$ cat src/rtl/rand_burst_ctrl_pkg.sv
// Shared definitions for the WiMAX burst randomizer controller:
// FSM encodings, IV field layout and the padding value.
package rand_burst_ctrl_pkg;

  typedef enum logic [1:0] {
    ST_IDLE   = 2'd0,
    ST_LOAD   = 2'd1,
    ST_STREAM = 2'd2,
    ST_DRAIN  = 2'd3
  } state_t;

  localparam int IV_W         = 15;
  localparam int IV_BSID_LSB  = 11;
  localparam int IV_UIUC_LSB  = 5;
  localparam int IV_FRAME_LSB = 0;

  // Bits 10:9 and bit 4 of the IV are always set.
  localparam logic [IV_W-1:0] IV_FIXED = 15'h0610;

  localparam logic PAD_BIT = 1'b1;

  function automatic logic [IV_W-1:0] gen_rand_iv(
    input logic [3:0] bsid,
    input logic [3:0] uiuc,
    input logic [3:0] frame
  );
    logic [IV_W-1:0] iv;
    iv                        = IV_FIXED;
    iv[IV_BSID_LSB  +: 4]     = bsid;
    iv[IV_UIUC_LSB  +: 4]     = uiuc;
    iv[IV_FRAME_LSB +: 4]     = frame;
    return iv;
  endfunction

endpackage

$ cat src/rtl/rand_burst_ctrl.sv
// Per-burst sequencer for the OFDM randomizer: IV reload, source streaming,
// all-ones padding up to the burst length and completion tracking.
module rand_burst_ctrl
  import rand_burst_ctrl_pkg::*;
#(
  parameter int W  = 1,
  parameter int LW = 16
) (
  input  logic          clk,
  input  logic          reset,
  input  logic          desc_valid,
  output logic          desc_ready,
  input  logic [3:0]    desc_bsid,
  input  logic [3:0]    desc_uiuc,
  input  logic [3:0]    desc_frame,
  input  logic [LW-1:0] desc_data_len,
  input  logic [LW-1:0] desc_total_len,
  input  logic [W-1:0]  src_bits,
  input  logic          src_valid,
  output logic          src_ready,
  output logic [W-1:0]  rnd_in_bits,
  output logic          rnd_in_valid,
  output logic [14:0]   rnd_iv,
  output logic          rnd_reload,
  input  logic          rnd_out_valid,
  output logic          busy,
  output logic          burst_done,
  output logic          err_len
);

  state_t        state_q, state_d;
  logic [3:0]    bsid_q, bsid_d;
  logic [3:0]    uiuc_q, uiuc_d;
  logic [3:0]    frame_q, frame_d;
  logic [LW-1:0] data_len_q, data_len_d;
  logic [LW-1:0] total_len_q, total_len_d;
  logic [LW-1:0] in_cnt_q, in_cnt_d;
  logic [LW-1:0] out_cnt_q, out_cnt_d;
  logic [W-1:0]  in_bits_q, in_bits_d;
  logic          in_valid_q, in_valid_d;
  logic          done_q, done_d;
  logic          err_q, err_d;

  logic desc_fire;
  logic src_fire;
  logic out_counted;

  assign desc_fire   = desc_valid && desc_ready;
  assign src_fire    = src_valid && src_ready;
  assign out_counted = rnd_out_valid && ((state_q == ST_STREAM) || (state_q == ST_DRAIN));

  always_ff @(posedge clk or negedge reset) begin
    if (!reset) begin
      state_q     <= ST_IDLE;
      bsid_q      <= '0;
      uiuc_q      <= '0;
      frame_q     <= '0;
      data_len_q  <= '0;
      total_len_q <= '0;
      in_cnt_q    <= '0;
      out_cnt_q   <= '0;
      in_bits_q   <= '0;
      in_valid_q  <= 1'b0;
      done_q      <= 1'b0;
      err_q       <= 1'b0;
    end else begin
      state_q     <= state_d;
      bsid_q      <= bsid_d;
      uiuc_q      <= uiuc_d;
      frame_q     <= frame_d;
      data_len_q  <= data_len_d;
      total_len_q <= total_len_d;
      in_cnt_q    <= in_cnt_d;
      out_cnt_q   <= out_cnt_d;
      in_bits_q   <= in_bits_d;
      in_valid_q  <= in_valid_d;
      done_q      <= done_d;
      err_q       <= err_d;
    end
  end

  always_comb begin
    state_d     = state_q;
    bsid_d      = bsid_q;
    uiuc_d      = uiuc_q;
    frame_d     = frame_q;
    data_len_d  = data_len_q;
    total_len_d = total_len_q;
    in_cnt_d    = in_cnt_q;
    out_cnt_d   = out_counted ? out_cnt_q + LW'(1) : out_cnt_q;
    in_bits_d   = '0;
    in_valid_d  = 1'b0;
    done_d      = 1'b0;
    err_d       = 1'b0;

    case (state_q)
      ST_IDLE: begin
        if (desc_fire) begin
          if (desc_data_len > desc_total_len) begin
            err_d = 1'b1;
          end else if (desc_total_len == '0) begin
            done_d = 1'b1;
          end else begin
            bsid_d      = desc_bsid;
            uiuc_d      = desc_uiuc;
            frame_d     = desc_frame;
            data_len_d  = desc_data_len;
            total_len_d = desc_total_len;
            state_d     = ST_LOAD;
          end
        end
      end
      ST_LOAD: begin
        in_cnt_d  = '0;
        out_cnt_d = '0;
        state_d   = ST_STREAM;
      end
      ST_STREAM: begin
        if (src_fire) begin
          in_bits_d  = src_bits;
          in_valid_d = 1'b1;
          in_cnt_d   = in_cnt_q + LW'(1);
        end else if ((in_cnt_q >= data_len_q) && (in_cnt_q < total_len_q)) begin
          // Source exhausted: fill the remainder of the burst with ones.
          in_bits_d  = {W{PAD_BIT}};
          in_valid_d = 1'b1;
          in_cnt_d   = in_cnt_q + LW'(1);
        end
        if (in_cnt_d == total_len_q) begin
          state_d = ST_DRAIN;
        end
      end
      ST_DRAIN: begin
        if (out_cnt_d >= total_len_q) begin
          done_d  = 1'b1;
          state_d = ST_IDLE;
        end
      end
      default: state_d = ST_IDLE;
    endcase
  end

  always_comb begin
    desc_ready = (state_q == ST_IDLE);
    src_ready  = (state_q == ST_STREAM) && (in_cnt_q < data_len_q);
    busy       = (state_q != ST_IDLE);
    rnd_reload = (state_q == ST_LOAD);
    rnd_iv     = (state_q == ST_LOAD) ? gen_rand_iv(bsid_q, uiuc_q, frame_q) : 15'd0;
  end

  assign rnd_in_bits  = in_bits_q;
  assign rnd_in_valid = in_valid_q;
  assign burst_done   = done_q;
  assign err_len      = err_q;

endmodule

$ cat config.mk
export PLATFORM = sky130hd
export DESIGN_NAME = rand_burst_ctrl
export DESIGN_NICKNAME = d
export VERILOG_FILES = /design/src/rtl/rand_burst_ctrl_pkg.sv /design/src/rtl/rand_burst_ctrl.sv
export SDC_FILE = /design/constraint.sdc
export NUM_CORES = 1
export LEC_CHECK = 0
export ABC_AREA = 1
export CORE_MARGIN = 2
export CORE_UTILIZATION = 30
export CTS_BUF_LIST = sky130_fd_sc_hd__clkbuf_8 sky130_fd_sc_hd__clkbuf_16
export DETAILED_ROUTE_END_ITERATION = 16
export PLACE_DENSITY = 0.47
export SYNTH_ARGS = -nofsm -noshare
export SYNTH_HDL_FRONTEND = slang
export SYNTH_SLANG_ARGS = --single-unit
export TNS_END_PERCENT = 1
$ cat constraint.sdc
create_clock -name clk -period 4.4 [get_ports clk]
set_clock_uncertainty 0.1 [all_clocks]
set_input_delay 0.66 -clock clk [delete_from_list [all_inputs] [get_ports clk]]
set_output_delay 0.66 -clock clk [all_outputs]
set_load 0.01 [all_outputs]
==> results by group <==
Yosys
  – Syn_nets: 947
  – Post-synthesis adder-cell area fraction: 14.45%
  – Post-synthesis simple-gate area fraction: 27.57%
  – Compound-Gate Fraction of Synth Area: 8.669%
  – Syn. warnings: 0
  – Synth area leaders: dfrtp_1 (34%), ha_1 (14%), nand2_1 (14%), inv_1 (7.6%), nand3_1 (5.4%)
  – Main combinational cell family by area after synthesis: simple AND/OR/NAND/NOR gates
  – Post-Synth XOR/XNOR Area: 3.323%
  – Synth top area share: 33.85%
  – Post-synthesis mux area share: 2.229%
  – Synthesized cell area: 6062 sq um
  – Synthesized flop and latch total: 82
  – Mapped Cells: 827
  – Post-synth top area cell: dfrtp_1
  – Register area share after synthesis: 33.85%
  – Avg Cell Area, Syn: 7.330 sq um
  – Post-synth cell types: 39

Worst setup path
  – R2R setup slack: 0.59 ns
  – Setup crit end kind: flip-flop
  – Worst Setup Start Kind: flip-flop
  – Crit path DAT: 3.97 ns
  – FF-to-FF Start: state_q[0]
  – CP Data Required Time: 4.55 ns
  – FF-to-FF End: state_q[1]
  – WS Path Type: flip-flop to flip-flop
  – Reg2Reg Depth: 25
  – Crit-path max FO: 5

Detailed routing
  – WL per Instance: 14.32 um
  – Initial drt markers: 303
  – Vias after detailed routing: 5389
  – Post-DRT Antenna Nets: 0
  – Via density: 4.638
  – DRT Pass-1 Iters: 7
  – Post-route DRC: 0
  – Total wire length: 16640 um

Timing
  – WHS: 0.2037 ns
  – Final setup fails: 0
  – Worst-margin pin slew: 0.8429 ns
  – RSZ-0062 raised after global routing: false
  – Fin crit period: 3.813 ns
  – Final Cycle Share: 86.65%
  – Max_slew headroom: 43.81%
  – Setup slack after layout: 0.5873 ns
  – Fmax: 262.3 MHz
  – Hold Fails Final Rpt: 0
  – Sum Neg Setup Slack: 0 ns
  – Fin. max-slew vios: 0

Die
  – Die ar.: 21360 sq um
  – Die W: 146.2 um
  – FP Rows: 51
  – I/O pin count: 73
  – Starting Density: 30.84%
  – Core area: 19650 sq um
  – Die Span Y: 146.2 um

Cells and area
  – # diodes: 0
  – Final nets: 1012
  – Layout cell share with drive strength beyond 1: 6.132%
  – Synth-to-Final Area Change: 21.47%
  – Fin area: 7363 sq um
  – Most common library cell in the layout ignoring fill and taps: nand2_1
  – FILL cells: 2184
  – Most frequent cells in the layout: nand2_1 (225), inv_1 (123), dfrtp_1 (82), clkdlybuf4s50_1 (71), ha_1 (70)

Global route
  – Vias in the first global route: 5153
  – All-layer global routing usage: 16.04%
  – First-pass GRT wire length: 27030 um
  – Largest net degree at the start of global routing: 56
  – Antenna violations before repair: 0
  – Gr ovfl total: 0

Placed design
  – RePlAce Congestion: 0.8118
  – Placed Area: 7058 sq um
  – Dpl ws: 0.03718 ns
  – IO Port Bufs: 72
  – DP HPWL: 12770 um

Clock network
  – Clock root buffer: clkbuf_16
  – Postcts setup bufs: 0
  – CTS tree: yes
  – Total clock buffers created by CTS: 9
  – Worst-path clk slew: 0.07 ns
  – Clock Latency Late Sink: 0.36 ns
  – Hold_buf cts: 0
  – H-tree Lvls: 3
  – Clock sink count: 82
  – Max Root-Sink Buffers: 2

Power and ir drop
  – Pwr Density: 566.8 nW/um^2
  – Peak supply drop: 202.9 uV
  – Pleak: 3.818 nW
  – Total chip power: 4.174 mW

Job
  – Maxcap violations: 0

Outcome
  – Status: finished clean

Worst hold path
  – Worst hold path type: input port to asynchronous set/reset pin
## metal layers
layer | part of all wire (%) | vias up | track usage (%) | wire length (um)
met3 | 4.2 | 19 | 3.531 | 700
met5 | 0 | - | 0 | 0
met1 | 50 | 2461 | 22.20 | 8248
li1 | - | 2801 | - | -
met2 | 45 | 108 | 25.40 | 7417
met4 | 1.7 | 0 | 4.223 | 275
## sequential cells by signal, summed over array words and instances, names as in the netlist
name and flops:
data_len_q 16, in_cnt_q 16, out_cnt_q 16, total_len_q 16
bsid_q 4, frame_q 4, uiuc_q 4, state_q 2
burst_done 1, err_len 1, rnd_in_bits 1, rnd_in_valid 1
## area by class of cell
cell class / count / area, sq um / area share [%]
Tap cell: 265 / 331.6 / 4.503
Inverter: 127 / 476.7 / 6.474
Clock inverter: 6 / 55.05 / 0.7477
Multi-Input combinational cell: 594 / 3421 / 46.46
Clock buffer: 10 / 239.0 / 3.246
Sequential cell: 82 / 2052 / 27.87
Timing Repair Buffer: 78 / 788.3 / 10.71
## through the flow
stage | std cells | util [%]
after floorplan | 827 | -
after global placement | 1146 | 35.91
after detailed placement | 1146 | 35.91
after CTS | 1162 | 37.41
after global routing | 1162 | 37.46
final | 1162 | 37.46
## logic make-up after synthesis
logic type | after synthesis
AND/OR/NAND/NOR | 393
flip-flops | 82
adder cells (fa/ha/maj) | 70
AO/OA/AOI/OAI | 96
buffers and inverters | 151
XOR/XNOR | 23
multiplexers | 12
## where the power goes
| part | switching, mW | internal (mW) |
|---|---|---|
| clock network | 0.372 | 0.411 |
| registers | 0.235 | 1.01 |
| logic | 1.32 | 0.829 |
## synth_stat cells, drive strengths merged
cell	n
nor3b	1
clkbuf	11
dfrtp	82
o22ai	16
mux2	12
nand3b	1
nand2	230
inv	126
o21ai	26
a31oi	1
nand3	68
a211oi	1
a32o	1
clkinv	1
xnor2	3
nor3	13
xor2	20
nand4	12
a21o	1
a21oi	48
buf	13
or2	1
ha	70
nor4	4
o221ai	1
o21a	1
nor2	63
## timing repair
action | 4_1_cts | 5_1_grt
setup endpoints to repair | 0 | 2
hold endpoints to repair | 0 | 0
resized for setup | 0 | 3
## critical path, cell delays in order, from the launching register on
cell and delay [ns]:
dfrtp_1 0.41, inv_1 0.12, ha_1 0.25, o21ai_1 0.17, nor2_1 0.18, nand3_1 0.11
nor2_1 0.17, nand2_1 0.09, nor2_1 0.17, nand2_1 0.13, nor2_2 0.16, nand4_1 0.13
xor2_1 0.19, inv_1 0.07, ha_1 0.29, nand2_1 0.06, inv_1 0.05, nand3_1 0.09
nor3_2 0.15, nand2_1 0.07, nand3_1 0.13, nor2_1 0.07, a21oi_2 0.15, nand2_1 0.09
nand2_1 0.06, nand2_1 0.04
## worst max-delay path by stage
stage | from | slack, ns | endpoint
after global routing | state_q[0] | 0.04 | state_q[0]
after floorplan | state_q[0] | 0.93 | state_q[1]
final | state_q[0] | 0.59 | state_q[1]
after detailed placement | rnd_out_valid | 0.04 | state_q[1]
after global placement | rnd_out_valid | 0.11 | state_q[1]
after CTS | state_q[0] | 0.33 | state_q[1]
(Power assumes the default switching activity.)
==> edit 1 (config.mk and constraints unchanged) <==
Change the package constant `IV_BSID_LSB` from 11 to 10.
--- a/src/rtl/rand_burst_ctrl_pkg.sv
+++ b/src/rtl/rand_burst_ctrl_pkg.sv
@@ -12,3 +12,3 @@
   localparam int IV_W         = 15;
-  localparam int IV_BSID_LSB  = 11;
+  localparam int IV_BSID_LSB  = 10;
   localparam int IV_UIUC_LSB  = 5;
Behaviour: not the same (a bounded check fails within 4 cycles, from zero or initial values and one cycle with reset low).
==> edit 1 against the unedited design <==
- cell area shrank 0.36%
- sequential cell count is the same
- count of clock-buffer cells in the layout did not move
- setup slack better by 25 ps
- total power shrank 1.1%
- synthesized area hardly changed
- routed wire length is 1.5% lower
- non-clock buffer count fell by 1
- clock power shrank 2%
==> edit 1: results (changes against the unedited design) <==
Power and ir drop
  • Power Clock: 0.768 mW (-2%)
  • Sequential Power Share: 30.3% (+0.5 points)
  • Peak VDD IR: 0.000228 V (+13%)
  • Leak pwr: 3.80 nW (-0.51%)
  • P_int: 2.23 mW (-0.82%)

Worst hold path
  • HP Class: input port to async pin

Routing
  • Wire per inst: 14.1 um (-1.9%)
  • DR iter-0 viols: 263 (-13%)
  • TritonRoute pass-1 iters: 6 (-1)
  • Via/cell ratio: 4.59 (-1.1%)

Global route
  • Initial antenna violation count: 0 (unchanged)
  • Total GRT Usage: 16.1% (+0.075 points)
  • Number of global-route vias before repair: 5,168 (+0.29%)
  • Largest net degree at the start of global routing: 65 (+16%)
  • Wire length of the first global-routing pass: 27.3 mm (+0.89%)

Setup path
  • CP endpoint: state_q[1]$_DFFE_PN0P_
  • Setup crit start: state_q[0]$_DFFE_PN0P_
  • Reg-to-reg critical path startpoint: state_q[0]$_DFFE_PN0P_
  • R2R cell count: 25 (unchanged)
  • Reg2reg setup slack: 610 ps (+30 ps)
  • Worst-path maximum fanout: 5 (unchanged)
  • Critical Path AT: 3930 ps (-40 ps)

Status
  • Outcome: completed

Cells and area
  • Filler cell count: 2,205 (+0.96%)
  • Nets@finish: 1,012 (unchanged)
  • N_diodes: 0 (unchanged)
  • Layout cells sized above 1: 6.24% (+0.11 points)

Clock tree
  • H-tree depth: 3 (unchanged)
  • Clock Latency Late Sink: 350 ps
  • Clock-pin slew on the worst setup and hold paths: 70 ps (about the same)
  • Clk buf depth: 2 (unchanged)
  • Num CTS Buffers: 9 (unchanged)
  • # Post-CTS Setup Buffers: 0 (unchanged)
  • Clock root buffer: clkbuf_16

Synth
  • Post-synth EDFFs: 0 (unchanged)
  • Primary FF master, synth: dfrtp_1
  • Syn_nets: 948 (+0.11%)
  • Yosys warns: 0 (unchanged)
  • Top post-synthesis cells by count: nand2_1 (225), inv_1 (123), dfrtp_1 (82)
  • Synth unique cells: 40 (+2.6%)
  • Asr flop ratio synth: 100% (unchanged)
  • Largest cells by area after synthesis: dfrtp_1 (34%), ha_1 (14%), nand2_1 (14%)
  • Register area share after synthesis: 33.8% (about the same)

Placed design
  • Port Buffers: 71 (-1.4%)
  • DP HPWL: 12.7 mm (-0.15%)
  • RePlAce Congestion: 0.830 (+2.2%)

Timing
  • Slew @ Worst Pin: 806 ps (-36.5 ps)
  • Final setup viols: 0 (unchanged)
edit 1: worst max-delay path, cell delays in order (launching register included):
cell and delay, ps:
dfrtp_1 420, inv_1 120, ha_2 230, o21ai_1 160, nor2_1 180, nand3_1 110
nor2_1 170, nand2_1 110, nor2_2 120, nand2_1 110, nor2_2 160, nand4_1 120
xor2_1 200, inv_1 70, ha_1 290, nand2_1 60, inv_1 50, nand3_1 80
nor3_1 200, nand2_1 80, nand3_1 140, nor2_1 70, a21oi_2 150, nand2_1 90
nand2_1 60, nand2_1 40
edit 1: metal layers:
layer / vias to the layer above / part of all wire, % / GRT usage, %
li1: 2799 / - / -
met1: 2430 / 51 / 23.3
met2: 109 / 44 / 24.8
met3: 17 / 3.7 / 3.16
met4: 0 / 1.8 / 3.79
met5: - / 0 / 0
edit 1: kinds of logic after synthesis:
group / synth area share, %
AND/OR/NAND/NOR: 27.6
buffers and inverters: 9.90
AO/OA/AOI/OAI: 8.66
flip-flops: 33.8
adder cells (fa/ha/maj): 14.4
XOR/XNOR: 3.32
multiplexers: 2.23
other: 0.0618
edit 1: worst min path at each step:
stage / from / end / slack (ps) / cells after the start
3_5_place_dp: data_len_q[0]$_DFFE_PN0P_ / data_len_q[0]$_DFFE_PN0P_ / 390 / 2
6_report: reset / out_cnt_q[3]$_DFF_PN0_ / 270 / 1
3_3_place_gp: data_len_q[0]$_DFFE_PN0P_ / data_len_q[0]$_DFFE_PN0P_ / 390 / 2
4_1_cts: reset / out_cnt_q[0]$_DFF_PN0_ / 310 / 1
2_1_floorplan: reset / bsid_q[0]$_DFFE_PN0P_ / 260 / 0
5_1_grt: reset / out_cnt_q[0]$_DFF_PN0_ / 340 / 1
edit 1: what timing repair did:
action / 4_1_cts / 5_1_grt
hold buffers: 0 / 0
setup endpoints to repair: 0 / 2
gates resized for setup: 0 / 4
edit 1: final cells by class:
class | count | area, sq um | share of cell area, %
clock buffer | 10 | 239 | 3.26
clock inverter | 6 | 53.8 | 0.733
inverter | 127 | 477 | 6.50
multi-input combinational | 595 | 3420 | 46.7
sequential | 82 | 2050 | 28.0
tap | 270 | 338 | 4.60
timing repair buffer | 77 | 753 | 10.3
edit 1: through the flow:
step | total power [mW] | worst slack (ps) | util (%) | std cells | cell area [sq um]
after CTS | 4.17 | 368 | 36.6 | 1167 | 7330
after detailed placement | 3.38 | 35.4 | 35.1 | 1151 | 7030
after global placement | 3.39 | 128 | 35.1 | 1151 | 7030
final | 4.13 | 613 | 36.6 | 1167 | 7340
after global routing | 4.56 | 80.3 | 36.6 | 1167 | 7340
after floorplan | 2.69 | 926 | - | 828 | 6070
==> edit 2 (same settings) <==
Made on the original files. Register the output `err_len` once more; this adds one clock of latency there. The other outputs are not delayed to match.
--- a/src/rtl/rand_burst_ctrl.sv
+++ b/src/rtl/rand_burst_ctrl.sv
@@ -153,3 +153,5 @@
   assign burst_done   = done_q;
-  assign err_len      = err_q;
+  always_ff @(posedge clk) begin
+    err_len <= err_q;
+  end
 
Function: changed (a bounded check fails within 4 cycles, from zero or initial values and one cycle with reset low).
==> edit 2 against the unedited design <==
- maximum frequency is 2.7% lower
- total power down 0.51%
- cell area hardly changed
- utilization shrank 0.74 points
- largest power group unchanged
- synthesized area up 0.33%
- global-route usage shrank 0.15 points
- clock power is 2% lower
- via count hardly changed
- sequential cell count increased by 1
- setup slack got worse by 110 ps
- routed wire length hardly changed
==> edit 2: results (changes against the unedited design) <==
Routing
  • WL final: 16.6 mm (about the same)
  • Wire per inst: 14.2 um (-0.59%)
  • DR iter-0 viols: 232 (-23%)
  • Via/cell ratio: 4.61 (-0.59%)
  • TritonRoute pass-1 iters: 5 (-2)

Status
  • Outcome: completed

Power and ir drop
  • Sw Ratio: 45.9% (-0.24 points)
  • Leak pwr: 3.81 nW (-0.24%)
  • Peak VDD IR: 0.000181 V (-11%)

Placed design
  • Port Buffers: 72 (unchanged)
  • DP HPWL: 12.6 mm (-1.0%)
  • RePlAce Congestion: 0.797 (-1.8%)
  • Pre-CTS setup slack: 74.3 ps (+37.1 ps)

Worst hold path
  • HP Class: register to register

Global route
  • Wire length of the first global-routing pass: 26.8 mm (-1.0%)
  • Total GRT Usage: 15.9% (-0.15 points)
  • Largest net degree at the start of global routing: 65 (+16%)
  • Number of global-route vias before repair: 5,092 (-1.2%)

Cells and area
  • Layout cells sized above 1: 6.01% (-0.12 points)
  • Nets@finish: 1,013 (+0.099%)
  • Filler cell count: 2,191 (+0.32%)

Synth
  • Largest cells by area after synthesis: dfrtp_1 (34%), ha_1 (14%), nand2_1 (14%)
  • Syn Area/Cell: 7.35 sq um (+0.21%)
  • Syn_nets: 948 (+0.11%)
  • Register area share after synthesis: 34.1% (+0.22 points)
  • Synth unique cells: 40 (+2.6%)

Setup path
  • Critical Path AT: 4060 ps (+90 ps)

Clock tree
  • Num CTS Buffers: 9 (unchanged)

Timing
  • Relative slew slack: 42.7% (-1.1 points)
-- edit 2: kinds of logic (layout without fill, tap and decap cells) --
logic type | Yosys count | in the layout | synth area share, %
AOI/OAI and AO/OA | 96 | 96 | 8.64
adders and majority gates | 70 | 70 | 14.4
muxes | 12 | 12 | 2.22
DFF | 83 | 83 | 34.1
buffers and inverters | 151 | 221 | 9.87
and+or+nand+nor | 393 | 393 | 27.5
xor gates and xnor gates | 23 | 23 | 3.31
-- edit 2: metal layers --
metal / global-route usage [%] / vias to the layer above / routed length, um / share of wire, %
met5: 0 / - / 0 / 0
met4: 4.13 / 0 / 218 / 1.3
met3: 2.53 / 13 / 554 / 3.3
met2: 25.2 / 117 / 7420 / 45
met1: 22.6 / 2449 / 8430 / 51
li1: - / 2806 / - / -
-- edit 2: area by class of cell --
type	instances	area (sq um)	area share, %
multi-input cells	594	3420	46.4
flip-flops and latches	83	2070	28.2
repair buffers	78	763	10.4
inverters	127	477	6.48
well taps	270	338	4.59
clock buffers	10	239	3.25
clock inverters	6	53.8	0.731
-- edit 2: power groups by stage --
stage	sequential [mW]	clock [mW]	combinational, mW
floorplan	1.17	0	1.53
global placement	1.27	0	2.14
detailed placement	1.27	0	2.14
CTS	1.25	0.790	2.15
global route	1.29	0.818	2.45
finish	1.26	0.765	2.13
-- edit 2: final timing paths --
kind / end / slack (ps) / from / cells after the start
max: state_q[1]$_DFFE_PN0P_ / 480 / state_q[0]$_DFFE_PN0P_ / 25
min: err_len$_DFF_P_ / 250 / err_q$_DFF_PN0_ / 0
max reg2reg: state_q[1]$_DFFE_PN0P_ / 480 / state_q[0]$_DFFE_PN0P_ / 25
min reg2reg: err_len$_DFF_P_ / 250 / err_q$_DFF_PN0_ / 0
max in group asynchronous: data_len_q[1]$_DFFE_PN0P_ / 3060 / reset / 2
min in group asynchronous: in_cnt_q[15]$_DFFE_PN0P_ / 320 / reset / 1
-- edit 2: worst max-delay path, stage by stage, from the launching register on --
cell,delay [ps]
dfrtp_1,410
inv_1,120
ha_1,250
o21ai_1,180
nor2_1,180
nand3_1,110
nor2_1,170
nand2_1,90
nor2_1,170
nand2_1,120
nor2_2,160
nand4_1,120
xor2_1,190
inv_1,70
ha_1,290
nand2_1,60
inv_1,50
nand3_1,90
nor3_1,190
nand2_1,70
nand3_1,150
nor2_1,60
a21oi_1,200
nand2_1,100
nand2_1,60
nand2_1,40
